### src/rtl/regfile_pkg.sv
// Shared constants and bundle types for the register-file write side.
// Optional bypass build: define REGFILE_WB_FWD_EN.
package regfile_pkg;

  localparam int DATA_W = 32;
  localparam int ADDR_W = 5;
  localparam int NREGS  = 1 << ADDR_W;

  localparam logic [ADDR_W-1:0] REG_ZERO = '0;
  localparam logic [ADDR_W-1:0] REG_RA   = 5'd31;

  typedef struct packed {
    logic              valid;
    logic [ADDR_W-1:0] dest;
    logic [DATA_W-1:0] data;
  } wb_req_t;

endpackage

### src/rtl/regfile_scoreboard.sv
// Pending-load scoreboard: one bit per register, set on issue,
// cleared on accepted return; newer issue wins a same-cycle clash.
module regfile_scoreboard #(
  parameter int ADDR_W = regfile_pkg::ADDR_W,
  parameter int NREGS  = regfile_pkg::NREGS
) (
  input  logic              clock,
  input  logic              reset_n,
  input  logic              set_en,
  input  logic [ADDR_W-1:0] set_idx,
  input  logic              clr_en,
  input  logic [ADDR_W-1:0] clr_idx,
  input  logic [ADDR_W-1:0] rs,
  input  logic [ADDR_W-1:0] rt,
  output logic              busy_rs,
  output logic              busy_rt
);

  logic [NREGS-1:0] sb;
  logic [NREGS-1:0] sb_nxt;

  always_comb begin
    sb_nxt = sb;
    if (clr_en) sb_nxt[clr_idx] = 1'b0;
    if (set_en) sb_nxt[set_idx] = 1'b1;
    sb_nxt[0] = 1'b0;
  end

  always_ff @(posedge clock) begin
    if (!reset_n) sb <= '0;
    else          sb <= sb_nxt;
  end

  assign busy_rs = (rs != '0) & sb[rs];
  assign busy_rt = (rt != '0) & sb[rt];

endmodule

### src/rtl/regfile_writeback.sv
// Register-file write port: merges pipeline and load returns, tracks
// pending loads, drives decode stall/bypass. Macro: REGFILE_WB_FWD_EN.
module regfile_writeback #(
  parameter int DATA_W = regfile_pkg::DATA_W,
  parameter int ADDR_W = regfile_pkg::ADDR_W,
  parameter int NREGS  = regfile_pkg::NREGS
) (
  input  logic              clock,
  input  logic              reset_n,
  input  logic              pipe_valid,
  input  logic              pipe_regwrite,
  input  logic [ADDR_W-1:0] pipe_dest,
  input  logic [DATA_W-1:0] pipe_data,
  input  logic              ldu_issue,
  input  logic [ADDR_W-1:0] ldu_issue_dest,
  input  logic              ldu_valid,
  output logic              ldu_ready,
  input  logic [ADDR_W-1:0] ldu_dest,
  input  logic [DATA_W-1:0] ldu_data,
  output logic              wr_en,
  output logic [ADDR_W-1:0] wr_addr,
  output logic [DATA_W-1:0] wr_data,
  input  logic [ADDR_W-1:0] rs,
  input  logic [ADDR_W-1:0] rt,
  output logic              stall,
  output logic              fwd_rs_hit,
  output logic [DATA_W-1:0] fwd_rs_data,
  output logic              fwd_rt_hit,
  output logic [DATA_W-1:0] fwd_rt_data
);

  import regfile_pkg::*;

  wb_req_t pipe_req;
  wb_req_t ldu_req;
  wb_req_t win;
  logic    ldu_acc;
  logic    busy_rs;
  logic    busy_rt;
  logic    raw_rs;
  logic    raw_rt;

  always_comb begin
    pipe_req.valid = pipe_valid & pipe_regwrite
                   & (pipe_dest != REG_ZERO);
    pipe_req.dest  = pipe_dest;
    pipe_req.data  = pipe_data;
  end

  // pipeline always wins; loads only see backpressure
  assign ldu_ready = ~pipe_req.valid;
  assign ldu_acc   = ldu_valid & ldu_ready;

  always_comb begin
    ldu_req.valid = ldu_acc & (ldu_dest != REG_ZERO);
    ldu_req.dest  = ldu_dest;
    ldu_req.data  = ldu_data;
  end

  assign win = pipe_req.valid ? pipe_req : ldu_req;

  always_ff @(posedge clock) begin
    if (!reset_n) begin
      wr_en   <= 1'b0;
      wr_addr <= '0;
      wr_data <= '0;
    end else begin
      wr_en <= win.valid;
      if (win.valid) begin
        wr_addr <= win.dest;
        wr_data <= win.data;
      end
    end
  end

  regfile_scoreboard #(
    .ADDR_W (ADDR_W),
    .NREGS  (NREGS)
  ) u_sb (
    .clock   (clock),
    .reset_n (reset_n),
    .set_en  (ldu_issue & (ldu_issue_dest != REG_ZERO)),
    .set_idx (ldu_issue_dest),
    .clr_en  (ldu_req.valid),
    .clr_idx (ldu_dest),
    .rs      (rs),
    .rt      (rt),
    .busy_rs (busy_rs),
    .busy_rt (busy_rt)
  );

  // register file reads and commits on the same edge
  assign raw_rs = wr_en & (wr_addr == rs) & (rs != REG_ZERO);
  assign raw_rt = wr_en & (wr_addr == rt) & (rt != REG_ZERO);

`ifdef REGFILE_WB_FWD_EN
  assign stall       = busy_rs | busy_rt;
  assign fwd_rs_hit  = raw_rs;
  assign fwd_rs_data = wr_data;
  assign fwd_rt_hit  = raw_rt;
  assign fwd_rt_data = wr_data;
`else
  assign stall       = busy_rs | busy_rt | raw_rs | raw_rt;
  assign fwd_rs_hit  = 1'b0;
  assign fwd_rs_data = '0;
  assign fwd_rt_hit  = 1'b0;
  assign fwd_rt_data = '0;
`endif

endmodule

### config.mk
export PLATFORM = sky130hd
export DESIGN_NAME = regfile_writeback
export DESIGN_NICKNAME = d
export VERILOG_FILES = /design/src/rtl/regfile_pkg.sv /design/src/rtl/regfile_scoreboard.sv /design/src/rtl/regfile_writeback.sv
export SDC_FILE = /design/constraint.sdc
export NUM_CORES = 1
export LEC_CHECK = 0
export ABC_AREA = 1
export BUFFER_PORTS_ARGS = -buffer_cell sky130_fd_sc_hd__buf_2
export CAP_MARGIN = 0
export CORE_ASPECT_RATIO = 0.7
export CORE_MARGIN = 2
export CORE_UTILIZATION = 44
export DETAILED_ROUTE_END_ITERATION = 16
export PLACE_DENSITY_LB_ADDON = 0.08
export SYNTH_ARGS = -nofsm -noshare
export SYNTH_HDL_FRONTEND = slang
export SYNTH_SLANG_ARGS = --single-unit
### constraint.sdc
create_clock -name clock -period 1.4 [get_ports clock]
set_clock_uncertainty 0.2 [all_clocks]
set_input_delay 0.21 -clock clock [delete_from_list [all_inputs] [get_ports clock]]
set_output_delay 0.21 -clock clock [all_outputs]
set_load 0.02 [all_outputs]
==> flow_summary_export.csv <==
group,metric,value,unit
outcome,status,"finished, violations left",
outcome,violations,"negative setup slack",
global_routing,use_met2,0.363,
yosys,synthCells,657,
yosys,syn_area,4550,µm²
yosys,netlist.area_leader.share,0.304,
yosys,yosysWarnings,0,
flow_run,drv_cap,0,
worst_setup_path,setup.worst_path.end_class,"output port",
cts,cts_inserted_buffers,9,
sta,max_clock_freq,512,MHz
layout,finalCoreUtilization,0.588,
global_routing,top_usage_layer,"met2",
die,rows,31,
yosys,synth_seq_area_share,0.304,
pwr,p_per_area,1040,nW/µm²
sta,hold_viol_final,0,
global_routing,met3_usage,0.0658,
sta,rsz0062_at_grt,"true",
drt,via_per_inst,5.02,
sta,fin_ws,-0.555,ns
cts,cts.clk_slew.worst_paths,0.06,ns
die,chipWidth,126,µm
drt,wl_per_cell,14.2,µm
cts,clk_latency,0.33,ns
global_routing,grt_max_degree,33,
drt,vias,4885,
sta,setup_tns,-0.555,ns
global_routing,grt_pass1_vias,4289,
yosys,synth_edf_count,0,
drt,dr.pass1.iters,5,
die,die_h,89.1,µm
die,fp.dieArea,11200,µm²
layout,area_growth,31.9,%
global_routing,grt_pass1_wl,21700,µm
die,core-area,10200,µm²
pwr,max-vdd-ir-drop,690,µV
worst_setup_path,start_kind,"flip-flop",
die,pin_count,201,
sta,layout_min_cycle_time,1.95,ns
worst_setup_path,cp.arrival,1.54,ns
yosys,ys_seq_elements,69,
layout,finalNonFillerCells,973,
pwr,power,6.21,mW
placed_design,hpwl,10800,µm
yosys,async_reset_ff_frac,0,
worst_setup_path,path_class,"reg -> out",
worst_setup_path,crit_fanout,3,
global_routing,grt_use_total,0.246,
pwr,power.leakage,3.20,nW
placed_design,preCtsSetupSlack,-0.382,ns
yosys,synth_area_per_cell,6.92,µm²
sta,min_period_over_period,1.40,
worst_setup_path,crit_required,0.99,ns
cts,root_buffer,"clkbuf_16",
cts,cts_sinks,69,
drt,routed_wl,13800,µm
placed_design,gp_congestion,0.993,
cts,htreeDepth,3,
global_routing,antenna_found_initial,0,
placed_design,io_buffers,134,
sta,setup_viol,1,
global_routing,grt.overflow.total,0,
drt,drt_iter0_drc,309,
layout,mostFrequentLayoutCells,"191 x nand2_1, 131 x buf_2, 66 x conb_1, 60 x dfxtp_1",
yosys,yosys.area.top_type,"dfxtp_1",
drt,drc,0,
layout,nets,931,
cts,cts_tree,"built",
die,start_util,0.446,
layout,diodes,0,
global_routing,use_met1,0.354,
placed_design,post-place-cells,956,
yosys,synth_area_leaders,"dfxtp_1 30%, nand2_1 16%, buf_4 11%",
layout,final_common_cell,"nand2_1",
cts,cts_buffer_depth,2,
layout,layout-drive-gt1-share,0.320,
hold_path,hp-class,"in -> reg",
yosys,synth.distinct_cells,30,
drt,final_antenna_net_count,0,
sta,maxSlewViolCount,0,
yosys,ys.flop_type,"dfxtp_1",
[state kept, by name (all words and copies together) (netlist names)]
register and cells:
u_sb.sb 31, wr_en 1, wr_addr 5, wr_data 32
[worst paths after layout]
check,from,end,slack [ns],cells after the start
max,u_sb.sb[2],stall,-0.55,8
min reg2reg,wr_data[0],wr_data[0],0.28,1
max reg2reg,wr_addr[1],wr_addr[1],0.39,3
min,pipe_data[19],wr_data[19],0.01,4
[per-layer routing]
layer / routed length [µm] / share of wire / up-vias
met1: 6580 / 0.48 / 2204
li1: - / - / 2405
met3: 1360 / 0.099 / 21
met5: 0 / 0 / -
met4: 246 / 0.018 / 0
met2: 5650 / 0.41 / 255
[area by class of cell]
class                           count  area [µm²]
Tap cell                          132         165
Fill cell                         936        4210
Clock buffer                       11         243
Inverter                           56         215
Timing Repair Buffer              195        1260
Sequential cell                    69        1400
Multi-Input combinational cell    505        2600
Clock inverter                      5         108
[worst max-delay path: stages, from the launching register on]
cell and delay [ns]:
dfxtp_4 0.37, or2_4 0.23, nand3_2 0.06, a21boi_2 0.05, nor2_1 0.11, nand2_1 0.06
nand2_1 0.08, nand4_1 0.11, buf_6 0.15
[through the flow]
step,instance area [µm²],hold slack (ns)
after global placement,5590,0.262
final,6000,0.0115
after CTS,5960,0.00342
after floorplan,4860,0.154
after global routing,6000,0.0183
after detailed placement,5590,0.265
[cell families after synthesis]
family / after synthesis / share of synthesized area
buffers and inverters: 148 / 0.190
AOI/OAI and AO/OA: 129 / 0.184
and+or+nand+nor: 310 / 0.322
other: 1 / 0.000825
DFF: 69 / 0.304
[Yosys cell counts (2+ instances only)]
cell,count
a211oi_1,2
a21oi_1,51
buf_2,4
buf_4,66
buf_6,7
clkbuf_1,15
dfxtp_1,69
inv_1,53
inv_2,2
nand2_1,192
nand2_2,2
nand3_1,42
nand3_2,30
nand4_1,10
nor2_1,23
nor3_1,7
o211a_1,32
o21ai_0,34
o21ai_1,2
o22ai_1,4
[power by group]
| part | switching, mW | total, mW | internal [mW] |
|---|---|---|---|
| Sequential | 0.0717 | 2.14 | 2.07 |
| Clock | 0.881 | 2.68 | 1.80 |
| Combinational | 0.856 | 1.39 | 0.534 |
[timing repair]
item | CTS | global route
endpoints found under the hold margin | 3 | 0
resized for setup | 4 | 14
setup buffers | 0 | 0
gates cloned | 0 | 0
pin swaps | 0 | 5
hold buffers | 1 | 0
setup endpoints to repair | 4 | 5
(Power assumes the default switching activity.)
